`src/rtl/fetch_bus_sequencer.sv`:
```
// fetch_bus_sequencer
//
// Decides which requester owns the shared 8-bit memory bus: instruction
// fetch (stage 0), the load/store data stage, or an external DMA master.
// It drives stage 0's busRequest/fetchSuppress pins and flushes the fetch
// latch after a taken branch.
//
// Ports
//   clk            in   system clock, rising edge
//   reset          in   asynchronous active-high reset
//   dma_req        in   DMA master wants the bus (held level)
//   data_req       in   load/store stage wants a data access
//   data_two       in   sampled in DATA1: 1 = two-cycle (16-bit) access
//   branch_taken   in   one-cycle pulse, taken branch resolved
//   halt           in   HLT executing, park fetch
//   bus_request    out  fetch does not own the bus (stage 0 busRequest)
//   fetch_suppress out  fetch latch bubbles (stage 0 fetchSuppress)
//   fetch_en       out  fetch owns the bus, PC may increment
//   data_grant     out  data stage owns the bus
//   dma_grant      out  DMA master owns the bus
//   state_dbg      out  registered state code
//
// Handshake: requests are levels sampled on every rising edge; a grant is a
// Moore decode of the registered state, so it is stable for the whole cycle
// and never depends combinationally on a request.

module fetch_bus_sequencer #(
    parameter int unsigned FLUSH_CYCLES = 2,
    parameter int unsigned DMA_MAX      = 8,
    parameter int unsigned CNT_W        = 4
) (
    input  logic       clk,
    input  logic       reset,
    input  logic       dma_req,
    input  logic       data_req,
    input  logic       data_two,
    input  logic       branch_taken,
    input  logic       halt,
    output logic       bus_request,
    output logic       fetch_suppress,
    output logic       fetch_en,
    output logic       data_grant,
    output logic       dma_grant,
    output logic [2:0] state_dbg
);

    typedef enum logic [2:0] {
        S_FETCH = 3'd0,
        S_DATA1 = 3'd1,
        S_DATA2 = 3'd2,
        S_DMA   = 3'd3,
        S_FLUSH = 3'd4,
        S_HALT  = 3'd5
    } state_t;

    localparam logic [CNT_W-1:0] FLUSH_LOAD = CNT_W'(FLUSH_CYCLES - 1);
    localparam logic [CNT_W-1:0] DMA_LAST   = CNT_W'(DMA_MAX - 1);
    localparam logic [CNT_W-1:0] CNT_ONE    = CNT_W'(1);

    state_t           state_q, state_d;
    logic [CNT_W-1:0] flush_cnt_q, flush_cnt_d;
    logic [CNT_W-1:0] dma_cnt_q, dma_cnt_d;
    logic             dma_block_q, dma_block_d;

    always_ff @(posedge clk or posedge reset) begin
        if (reset) begin
            state_q     <= S_FETCH;
            flush_cnt_q <= '0;
            dma_cnt_q   <= '0;
            dma_block_q <= 1'b0;
        end else begin
            state_q     <= state_d;
            flush_cnt_q <= flush_cnt_d;
            dma_cnt_q   <= dma_cnt_d;
            dma_block_q <= dma_block_d;
        end
    end

    always_comb begin
        state_d     = state_q;
        flush_cnt_d = flush_cnt_q;
        dma_cnt_d   = dma_cnt_q;
        dma_block_d = dma_block_q;

        case (state_q)
            S_FETCH: begin
                // The fetch cycle that follows a maxed-out DMA tenure is the
                // forced fetch; dma_block only lets a branch, data access or
                // halt win over DMA on that one decision. With nothing else
                // pending, DMA resumes straight after the single fetch cycle.
                dma_block_d = 1'b0;
                if (branch_taken) begin
                    state_d     = S_FLUSH;
                    flush_cnt_d = FLUSH_LOAD;
                end else if (dma_req && !dma_block_q) begin
                    state_d   = S_DMA;
                    dma_cnt_d = '0;
                end else if (data_req) begin
                    state_d = S_DATA1;
                end else if (halt) begin
                    state_d = S_HALT;
                end else if (dma_req) begin
                    state_d   = S_DMA;
                    dma_cnt_d = '0;
                end
            end
            S_DATA1: begin
                // Data accesses run to completion; nothing preempts them.
                state_d = data_two ? S_DATA2 : S_FETCH;
            end
            S_DATA2: begin
                state_d = S_FETCH;
            end
            S_DMA: begin
                if (!dma_req) begin
                    state_d = S_FETCH;
                end else if (dma_cnt_q == DMA_LAST) begin
                    state_d     = S_FETCH;
                    dma_block_d = 1'b1;
                end else begin
                    dma_cnt_d = dma_cnt_q + CNT_ONE;
                end
            end
            S_FLUSH: begin
                // A new branch restarts the bubble so suppress always spans
                // FLUSH_CYCLES after the last branch.
                if (branch_taken) begin
                    flush_cnt_d = FLUSH_LOAD;
                end else if (flush_cnt_q == '0) begin
                    state_d = S_FETCH;
                end else begin
                    flush_cnt_d = flush_cnt_q - CNT_ONE;
                end
            end
            S_HALT: begin
                // DMA is served while parked; the way back is through FETCH,
                // which re-parks if halt is still high.
                if (dma_req) begin
                    state_d   = S_DMA;
                    dma_cnt_d = '0;
                end else if (!halt) begin
                    state_d = S_FETCH;
                end
            end
            default: begin
                state_d = S_FETCH;
            end
        endcase
    end

    assign fetch_en       = (state_q == S_FETCH);
    assign data_grant     = (state_q == S_DATA1) || (state_q == S_DATA2);
    assign dma_grant      = (state_q == S_DMA);
    assign fetch_suppress = (state_q == S_FLUSH);
    assign bus_request    = (state_q == S_DATA1) || (state_q == S_DATA2) ||
                            (state_q == S_DMA)   || (state_q == S_HALT);
    assign state_dbg      = state_q;

endmodule

```
`config.mk`:
```
export PLATFORM = sky130hd
export DESIGN_NAME = fetch_bus_sequencer
export DESIGN_NICKNAME = d
export VERILOG_FILES = /design/src/rtl/fetch_bus_sequencer.sv
export SDC_FILE = /design/constraint.sdc
export NUM_CORES = 1
export LEC_CHECK = 0
export CAP_MARGIN = 20
export CORE_MARGIN = 2
export CORE_UTILIZATION = 50
export DETAILED_ROUTE_END_ITERATION = 10
export PLACE_DENSITY = 0.8
export SYNTH_ARGS = -nofsm -noshare
export SYNTH_HDL_FRONTEND = slang
export SYNTH_SLANG_ARGS = --single-unit
```
`constraint.sdc`:
```
create_clock -name clk -period 1.7 [get_ports clk]
set_clock_uncertainty 0.05 [all_clocks]
set_input_delay 0.255 -clock clk [delete_from_list [all_inputs] [get_ports clk]]
set_output_delay 0.255 -clock clk [all_outputs]
set_load 0.02 [all_outputs]
```
**After elaboration in Yosys (flattened, before gate mapping)**

Cells that the tools add are included.

- Add/sub/neg operators: 2
- Multiply operators: 0
- Div/mod/pow operators: 0
- Magnitude comparators: 0
- Equal/unequal tests: 19
- Shift-type cells: 0
- Multiplexer cells: 28
- Bitwise logic cells: 0
- Reductions and logical operators: 14

Operators with widths:

| cell | count |
|---|---|
| two-way mux 4 bit | 10 |
| two-way mux 3 bit | 11 |
| case mux 3 bit (5 select lines) | 1 |
| case mux 4 bit (3 select lines) | 1 |
| != test 2 bit (second input constant) | 5 |
| != test 3 x 2 -> 1 bit (second input constant) | 3 |
| case mux 4 bit (2 select lines) | 1 |
| equality test 3 x 2 -> 1 bit (second input constant) | 2 |
| equality test 3 bit (second input constant) | 2 |
| != test 3 bit (second input constant) | 2 |
| != test 6 x 5 -> 1 bit (second input constant) | 1 |
| AND reduction 3 bit | 2 |
| AND reduction 6 bit | 1 |
| AND reduction 5 bit | 1 |
| adder 4 x 1 -> 4 bit (second input constant) | 1 |
| equality test 4 x 3 -> 1 bit (second input constant) | 1 |
| logical NOT 4 bit | 1 |
| != test 2 x 1 -> 1 bit (second input constant) | 2 |
| nonzero test 2 bit | 2 |
| subtractor 4 x 1 -> 4 bit (second input constant) | 1 |
| equality test 3 x 1 -> 1 bit (second input constant) | 1 |
| logical NOT 3 bit | 1 |
| logical OR 1 bit | 3 |
| nonzero test 3 bit | 1 |
| 5 further kinds | 6 |

- Flip-flop bits (word level): 12
- Latch bits: 0
- Memory bits (writable): 0
- Memory bits (read-only): 0
- Bits of input ports: 7
- Output and inout bits: 8
- Logic and storage cells: 67
- Memories kept: 0

**Longest topological paths before layout**

Gate-level depths: netlist of run 1.

- Depth after elaboration: 6
- Depth in mapped cells: 6
- Mapped depth without buffers: 6

**Worst setup path after synthesis of run 1**

OpenSTA, ideal clock, no wires.

- Path type: register -> register
- Start: reg state_q[1] (netlist: state_dbg[1])
- End: reg flush_cnt_q[2]
- Setup time: 119 ps
- Arrival time: 1453 ps
- Required time: 1531 ps
- Slack: 78 ps
- Cell stages (with the launch flop): 6
- Buffers on the path: 1
- Period minus slack after synthesis: 1622 ps
- Path through: dfrtp_1 > buf_2 > nor3b_4 > nand3_1 > xnor2_1 > and2_1

- Word-level cells in the longest chain between the ends: 3
- Elaborated cells between the ends (all ways): 7
- Classes of those cells: eq/ne (3); mux (1); reduce/logical (3)

Ends and longest elaborated chain:

| element | line | source |
|---|---|---|
| start, declared | 60 | `state_t state_q, state_d;` |
| start signal, assigned | 72 | `state_q <= state_d;` |
| equality test 3 bit * | n/a |  |
| named net fetch_suppress | 40 | `output logic fetch_suppress,` |
| != test 3 bit (no source line) or nonzero test 2 bit (tied branches) | n/a |  |
| AND reduction 3 bit (no source line) | n/a |  |
| end signal, assigned | 73 | `flush_cnt_q <= flush_cnt_d;` |
| end, declared | 61 | `logic [CNT_W-1:0] flush_cnt_q, flush_cnt_d;` |

Mark *: on every way through the listed nets, which the timed path passes. The rest lies on a longest branch.
A chain may end at the register's enable or synchronous reset.

**Worst setup path after layout of run 1**

- Start: reg state_q[0] (netlist: state_dbg[0])
- End: out fetch_en

- Word-level cells in the longest chain between the ends: 1

Ends and longest elaborated chain:

| element | line | source |
|---|---|---|
| logical NOT 3 bit | 151 | `assign fetch_en = (state_q == S_FETCH);` |
| end, declared | 41 | `output logic fetch_en,` |

No other way between the ends.

==> flow_summary.json, run 1 <==
{
  "crit_path_max_fanout": 7,
  "routed_wirelength_microns": 1800,
  "synth-seq-area-share_pct": 36.7,
  "hold_viol": 0,
  "rsz0062_at_grt": "no",
  "post-route-period-util_pct": 97.3,
  "drt_iter0_drc": 16,
  "via_count": 757,
  "maxCapViolCount": 0,
  "switching_share_pct": 41.4,
  "postRouteAntennaNets": 0,
  "final_area_sq_um": 1110,
  "place_inst": 129,
  "leakagePower_nw": 0.516,
  "grt.total_usage_pct": 19.8,
  "fin_cells": 135,
  "nets": 131,
  "diodes": 0,
  "status": "completed",
  "power_w": 0.00167,
  "worst_pin_slew_ns": 0.453,
  "fmax_mhz": 605,
  "start_util_pct": 53.7,
  "grt_pass1_wl_microns": 2970,
  "cts_buffers": 3,
  "ys_types": 36,
  "maxSlewViolCount": 0,
  "synthFlopType": "dfrtp_1",
  "drive_gt1_share_pct": 31.9,
  "slew_headroom_pct": 69.8,
  "yosys.area.top_type": "dfrtp_1",
  "min_period_ns": 1.65,
  "die_height_microns": 44.5,
  "yosys-top-cells-count": "dfrtp_1 (12), nand2_1 (9), a21oi_1 (7)",
  "grt_pass1_vias": 691,
  "gp_congestion": 0.821,
  "crit_path_end_kind": "primary output",
  "io_buffers": 14,
  "grt_max_degree": 13,
  "internal_power_w": 0.000979,
  "rows": 14,
  "die_w_microns": 44.5,
  "cts_max_level": 1,
  "drcViolationCount": 0,
  "synth-async-reset-ratio_pct": 100,
  "synth.avg_cell_area_sq_um": 9.30,
  "clock_sinks": 12,
  "clkPwrFrac_pct": 10.2,
  "clkLatencyLatePin_ns": 0.26,
  "ios": 15,
  "cp.arrival_ns": 1.35,
  "yosysWarningCount": 0,
  "dieArea_sq_um": 1980,
  "whs_ns": 0.239,
  "synth_top_area_share_pct": 36.7,
  "place_hpwl_microns": 1410,
  "grt-ovfl-total": 0,
  "power_density_nw_per_um2": 1510,
  "max-clock-path-buffers": 2,
  "root_buffer": "clkbuf_4",
  "seq_power_share_pct": 27.1,
  "first_pass_iters": 4,
  "synthTopCellsByArea": "dfrtp_1 (37%), ha_1 (4.6%), a21oi_1 (4.3%)",
  "cts.clk_slew.worst_paths_ns": 0.07,
  "areaGrowthSynthToFinish_pct": 35.6,
  "worstSetupPathType": "flop to primary output",
  "antenna_found_initial": 0,
  "comb_power_share_pct": 62.8,
  "synth_area_sq_um": 818,
  "wl_per_cell_microns": 13.4,
  "setup_viol": 0,
  "synthesis.nets": 98,
  "fin_tns_setup_ns": 0,
  "dpl_cell_area_sq_um": 1060,
  "hp-class": "primary input to async pin",
  "cp_data_required_time_ns": 1.39,
  "synth_edf_count": 0,
  "core_sq_um": 1520,
  "tritoncts": "done",
  "cp-start-kind": "flop",
  "viasPerCell": 5.61,
  "p_switching_w": 0.000692,
  "ir_drop_uv": 1030,
  "syn-instance-count": 88,
  "yosysMostFrequentCell": "dfrtp_1",
  "ys_ff_latch": 12
}
final cells by class:
cell class,count,area (sq um)
timing repair buffer,33,270
clock buffer,3,22.5
fill,113,414
sequential,12,303
tap,16,20.0
inverter,6,22.5
multi-input combinational,65,472
cell usage in the layout, fill, tap and decap left out, types with 3 or more instances in the layout:
cell             netlist  layout
a21oi_1                7       7
buf_4                  1      19
clkbuf_4               0       3
clkdlybuf4s50_1        0       6
dfrtp_1               12      10
dlygate4sd2_1          0       3
ha_1                   3       3
inv_1                  6       6
nand2_1                9       9
nand3_1                5       5
nor2_1                 5       4
o21ai_1                6       5
xnor2_1                3       3
critical path: stages, from the launching register on:
cell             delay (ns)
dfrtp_2                0.46
or2_1                  0.23
nor2_1                 0.09
clkdlybuf4s15_1        0.30
power groups by stage:
| stage | registers, W | logic (W) | clock network, W |
|---|---|---|---|
| global route | 0.000462 | 0.00114 | 0.000177 |
| global placement | 0.000457 | 0.00101 | 0 |
| CTS | 0.000461 | 0.000976 | 0.000168 |
| floorplan | 0.000456 | 0.000580 | 0 |
| detailed placement | 0.000462 | 0.00103 | 0 |
| finish | 0.000452 | 0.00105 | 0.000170 |
logic make-up (layout without fill, tap and decap cells):
| kind of cell | Yosys count | count (layout) | share of synthesized area, % |
|---|---|---|---|
| buf+inv | 11 | 42 | 7.65 |
| flops | 12 | 12 | 36.7 |
| mux | 2 | 2 | 2.60 |
| compound gates | 19 | 19 | 15.3 |
| xor+xnor | 4 | 4 | 4.28 |
| simple gates | 37 | 37 | 28.9 |
| fa+ha+maj | 3 | 3 | 4.59 |
timing repair:
item                       CTS  global route
gates cloned                 0             0
buffers inserted             0             3
resized for setup           13             8
hold buffers                 0             0
setup endpoints to repair    8             7
hold endpoints to repair     0             0
pin swaps                    0             1
state kept, by name, indices dropped and copies added, names as in the netlist:
name / count
dma_cnt_q: 4
flush_cnt_q: 4
state_dbg: 3
dma_block_q: 1
per-layer routing:
metal / vias up / global-route usage [%] / routed length (microns)
met3: 3 / 2.86 / 58
met1: 362 / 27.7 / 908
li1: 374 / - / -
met5: - / 0 / 0
met2: 18 / 32.4 / 825
met4: 0 / 4.85 / 13
final timing paths:
kind,from,endpoint,slack (ns),cells past startpoint
setup / recovery,state_dbg[0],fetch_en,0.05,3
hold / removal,reset,dma_cnt_q[0],0.24,2
setup reg to reg,flush_cnt_q[1],state_dbg[1],0.10,5
hold reg to reg,dma_cnt_q[3],dma_cnt_q[3],0.46,1
max in group asynchronous,reset,state_dbg[2],1.03,2
min in group clk,dma_cnt_q[3],dma_cnt_q[3],0.46,1
metrics by stage:
step / util (%) / worst slack [ns]
after floorplan: - / 0.0780
after global placement: 69.5 / -0.0226
after detailed placement: 69.5 / -0.0295
after CTS: 70.7 / 0.00520
after global routing: 72.8 / 0.000425
final: 72.8 / 0.0465
No activity file was read; power rests on OpenSTA's default activity.
==> run 2: changes to the inputs <==
ABC_AREA = 1   (was default)
CORE_MARGIN = 3   (was 2)
GPL_TIMING_DRIVEN = 0   (was default)
PLACE_DENSITY = 0.78   (was 0.8)
==> run 2 against run 1 <==
Against the previous run:
- maximum frequency increased by 2.0%
- first-iteration DRC count increased by 25%
- flip-flop and latch count unchanged
- wire length increased by 14%
- cell area increased by 5.2%
- critical endpoint is now dma_grant
- global-route usage decreased by 1.1 points
- highest routed layer unchanged
==> flow_summary.json, run 2 <==
{
  "status": "completed",
  "final_cell_mix": "nand2_1 (38), nor2_1 (18), inv_1 (16)",
  "max-clock-path-buffers": 2,
  "synthFlopType": "dfrtp_1",
  "fmax_mhz": 617,
  "cts_hold_buf": 0,
  "via_count": 957,
  "clock_sinks": 12,
  "cp_data_required_time_ns": 1.39,
  "nets": 170,
  "yosys.area.top_type": "dfrtp_1",
  "startpoint": "state_dbg[0]",
  "grt_max_degree": 13,
  "grt.total_usage_pct": 18.8,
  "syn-instance-count": 141,
  "synth_edf_count": 0,
  "ys_ff_latch": 12,
  "grt_pass1_wl_microns": 3660,
  "worst_pin_slew_ns": 0.474,
  "place_inst": 180,
  "drcViolationCount": 0,
  "root_buffer": "clkbuf_4",
  "gp_congestion": 0.919,
  "r2r_start": "dma_cnt_q[0]",
  "crit_path_end_kind": "primary output",
  "crit_buf_inv": 2,
  "yosysWarningCount": 0,
  "hp-class": "primary input to async pin",
  "critPathTopFamily": "buffers and inverters",
  "worstSetupPathType": "flop to primary output",
  "rsz0062_at_grt": "no",
  "areaGrowthSynthToFinish_pct": 21.0,
  "fin_cells": 184,
  "rows": 15,
  "maxCapViolCount": 0,
  "clkLatencyLatePin_ns": 0.28,
  "hold_viol": 0,
  "leakagePower_nw": 0.636,
  "dieArea_sq_um": 2490,
  "viasPerCell": 5.20,
  "setup_viol": 0,
  "wl_per_cell_microns": 11.2,
  "routed_wirelength_microns": 2060,
  "cp.arrival_ns": 1.32,
  "die_height_microns": 49.9,
  "synth.avg_cell_area_sq_um": 6.84,
  "power_density_nw_per_um2": 1410,
  "postRouteAntennaNets": 0,
  "power_w": 0.00165,
  "die_w_microns": 49.9,
  "drive_gt1_share_pct": 20.8,
  "fin_util_pct": 65.5,
  "start_util_pct": 54.1,
  "diodes": 0,
  "cts_max_level": 1,
  "ir_drop_uv": 726,
  "place_hpwl_microns": 1640,
  "tritoncts": "done",
  "grt-ovfl-total": 0,
  "drt_iter0_drc": 20,
  "slew_headroom_pct": 68.3,
  "cp-start-kind": "flop",
  "synthTopCellsByArea": "dfrtp_1 (31%), nand2_1 (15%), nor2_1 (7.4%)",
  "synth_top_area_share_pct": 31.1,
  "cts.clk_slew.worst_paths_ns": 0.08,
  "first_pass_iters": 4,
  "synth-async-reset-ratio_pct": 100,
  "yosys-top-cells-count": "nand2_1 (38), nor2_1 (19), inv_1 (16)",
  "yosysMostFrequentCell": "nand2_1",
  "ys_types": 25,
  "crit_chain": "buf_6, nand2_4, nor2_8, clkdlybuf4s15_1",
  "layout_commonest_cell": "nand2_1",
  "synthesis.nets": 151,
  "post_cts_buffers": 0,
  "whs_ns": 0.228,
  "fin_tns_setup_ns": 0,
  "cp_slowest_cell": "dfrtp_1",
  "io_buffers": 14,
  "core_sq_um": 1780,
  "synth-seq-area-share_pct": 31.1,
  "ios": 15,
  "grt_pass1_vias": 887,
  "slowest_delay_ns": 0.37,
  "crit_path_max_fanout": 8,
  "maxSlewViolCount": 0,
  "min_period_ns": 1.62,
  "post-route-period-util_pct": 95.4,
  "cts_buffers": 3,
  "antenna_found_initial": 0,
  "synth_area_sq_um": 965
}
==> run 2: where the power goes <==
part,leakage (nW),internal [W],switching [W]
clock network,0.0210,0.000130,0.000111
registers,0.157,0.000353,0.0000597
logic,0.458,0.000358,0.000636
==> run 2: cell type report <==
type	count	area (sq um)
repair buffers	14	125
well taps	25	31.3
fillers	160	616
inverters	21	82.6
clock buffers	4	36.3
multi-input cells	106	568
plain buffers	2	22.5
flip-flops and latches	12	302
==> run 2: worst paths after layout <==
kind | endpoint | slack (ns) | cells after the start
worst max-delay path | dma_grant | 0.08 | 4
worst min-delay path | flush_cnt_q[3] | 0.23 | 2
worst max register to register | dma_cnt_q[2] | 0.28 | 8
worst min register to register | dma_cnt_q[3] | 0.46 | 2
max in group asynchronous | state_dbg[1] | 1.03 | 2
min in group clk | dma_cnt_q[3] | 0.46 | 2
==> run 2: repair_timing <==
item	in CTS	in global routing
endpoints found under the setup margin	6	6
hold endpoints to repair	0	0
resized for setup	15	8
==> run 2: cells by family after synthesis <==
| kind of cell | synth area share, % |
|---|---|
| buffers and inverters | 10.2 |
| AOI/OAI and AO/OA | 9.47 |
| adders and majority gates | 3.89 |
| DFF | 31.1 |
| xor gates and xnor gates | 0.908 |
| and+or+nand+nor | 44.4 |
==> run 2: per-stage QoR <==
stage          setup WS [ns]  cell area, sq um
2_1_floorplan          0.119               965
3_3_place_gp          -0.103              1140
3_5_place_dp          -0.127              1140
4_1_cts              0.00585              1170
5_1_grt              0.00773              1170
6_report              0.0783              1170
==> run 2: worst reg2reg max path, cell delays in order, from the launching register on <==
cell and delay (ns):
dfrtp_1 0.43, ha_1 0.22, nand3_1 0.15, nand3_2 0.13, nand2_2 0.07, nand2_4 0.10
clkinv_2 0.06, nand2_1 0.06, nand2_1 0.05
==> run 2: metal layers <==
metal / routed length (microns) / GRT usage, % / vias up
li1: - / - / 481
met2: 971 / 33.0 / 27
met4: 36 / 6.45 / 0
met1: 952 / 22.5 / 443
met5: 0 / 0 / -
met3: 103 / 3.63 / 6
==> run 3: changes to the inputs <==
--- a/config.mk
+++ b/config.mk
@@ -6,5 +6,4 @@
 export NUM_CORES = 1
 export LEC_CHECK = 0
-export ABC_AREA = 1
 export CAP_MARGIN = 20
 export CORE_MARGIN = 3
@@ -12,5 +11,6 @@
 export DETAILED_ROUTE_END_ITERATION = 10
 export GPL_TIMING_DRIVEN = 0
-export PLACE_DENSITY = 0.78
+export HOLD_SLACK_MARGIN = 0.15
+export PLACE_DENSITY = 0.8
 export SYNTH_ARGS = -nofsm -noshare
 export SYNTH_HDL_FRONTEND = slang
--- a/constraint.sdc
+++ b/constraint.sdc
@@ -3,3 +3,3 @@
 set_input_delay 0.255 -clock clk [delete_from_list [all_inputs] [get_ports clk]]
 set_output_delay 0.255 -clock clk [all_outputs]
-set_load 0.02 [all_outputs]
+set_load 0.1 [all_outputs]
==> run 3 against run 2 <==
Against the previous run:
- the run now ends with negative setup slack left
- cell area grew 0.21%
- highest routed layer unchanged
- combinational power grew 76%
- sequential share of layout area increased by 0.59 points
- core utilization rose by 17 points
- hold slack improved by 0.017 ns
==> flow_summary.json, run 3 (synthesized netlist as in run 1, its figures left out) <==
{
  "status": "finished with violations",
  "violations": "negative setup slack",
  "wl_per_cell_microns": 16.4,
  "clkLatencyLatePin_ns": 0.27,
  "worstSetupPathType": "flop to primary output",
  "drt_iter0_drc": 18,
  "crit_path_end_kind": "primary output",
  "postRouteAntennaNets": 0,
  "cp_data_required_time_ns": 1.39,
  "power_density_nw_per_um2": 2100,
  "fin_util_pct": 82.7,
  "drive_gt1_share_pct": 36.9,
  "grt-ovfl-total": 0,
  "cp-start-kind": "flop",
  "io_buffers": 14,
  "final_cell_mix": "nand2_1 (9), dfrtp_1 (9)",
  "max-clock-path-buffers": 2,
  "core_sq_um": 1420,
  "viasPerCell": 6.10,
  "final_area_sq_um": 1170,
  "maxSlewViolCount": 0,
  "antenna_found_initial": 0,
  "first_pass_iters": 4,
  "slew_headroom_pct": 63.9,
  "grt_pass1_vias": 703,
  "drcViolationCount": 0,
  "setup_viol": 5,
  "rows": 13,
  "ios": 15,
  "worst_pin_slew_ns": 0.544,
  "diodes": 0,
  "place_hpwl_microns": 1360,
  "leakagePower_nw": 0.498,
  "hold_viol": 0,
  "r2r_start": "state_dbg[0]",
  "start_util_pct": 57.8,
  "layout_setup_ws_ns": -0.0665,
  "die_height_microns": 46.5,
  "routed_wirelength_microns": 2070,
  "whs_ns": 0.245,
  "reg2reg_slack_ns": -0.03,
  "post-route-period-util_pct": 104,
  "grt.total_usage_pct": 21.0,
  "root_buffer": "clkbuf_4",
  "areaGrowthSynthToFinish_pct": 43.0,
  "via_count": 769,
  "startpoint": "state_dbg[1]",
  "cts.clk_slew.worst_paths_ns": 0.08,
  "tritoncts": "done",
  "gp_congestion": 0.840,
  "cts_buffers": 3,
  "min_period_ns": 1.77,
  "fmax_mhz": 566,
  "ir_drop_uv": 1940,
  "reg2regPathDepth": 5,
  "crit_end": "fetch_en",
  "crit_path_max_fanout": 7,
  "cts_max_level": 1,
  "dieArea_sq_um": 2160,
  "dpl_cell_area_sq_um": 1050,
  "maxCapViolCount": 0,
  "rr_endpoint": "dma_cnt_q[3]",
  "rsz0062_at_grt": "yes",
  "cp.arrival_ns": 1.46,
  "fill_cells": 93,
  "nets": 122,
  "dp_slack_ns": -0.755,
  "grt_pass1_wl_microns": 3240,
  "hp-class": "primary input to async pin",
  "power_w": 0.00246,
  "grt_max_degree": 13,
  "clock_sinks": 12,
  "die_w_microns": 46.5
}
run 3: area by class of cell:
cell class	instances	area, sq um	area share (%)
inverter	6	22.5	1.93
clock buffer	4	36.3	3.10
sequential	12	309	26.4
buffer	4	51.3	4.39
tap	15	18.8	1.60
timing repair buffer	20	224	19.1
multi-input combinational	65	508	43.4
run 3: critical path: stages, from the launching register on:
cell and delay [ns]:
dfrtp_4 0.49, buf_8 0.14, or2_4 0.25, nor2_4 0.12, buf_12 0.18
run 3: power by group:
group          internal (W)  leakage, nW  switching [W]
Sequential         0.000374        0.154      0.0000974
Combinational      0.000633        0.322        0.00112
Clock              0.000130       0.0210       0.000105
run 3: per-stage QoR:
step,instances,setup TNS [ns]
floorplan,88,-4.46
detailed placement,117,-4.12
finish,126,-0.148
global placement,117,-3.86
global route,126,-0.634
CTS,122,-0.175
run 3: layer usage:
layer	track usage (%)	wire (microns)
met1	29.2	916
met2	32.4	964
met3	3.91	167
met4	6.82	23
met5	0	0
run 3: worst min-delay path by stage:
stage,slack [ns],end
2_1_floorplan,0.07,dma_block_q
3_3_place_gp,0.43,dma_cnt_q[3]
3_5_place_dp,0.44,dma_cnt_q[3]
4_1_cts,0.25,state_dbg[0]
5_1_grt,0.28,state_dbg[0]
6_report,0.24,dma_cnt_q[3]
run 3: repair_timing:
action / 4_1_cts / 5_1_grt
resized for setup: 49 / 6
setup endpoints to repair: 8 / 10
setup buffers: 1 / 5
hold buffers: 0 / 0
pin swaps: 1 / 3
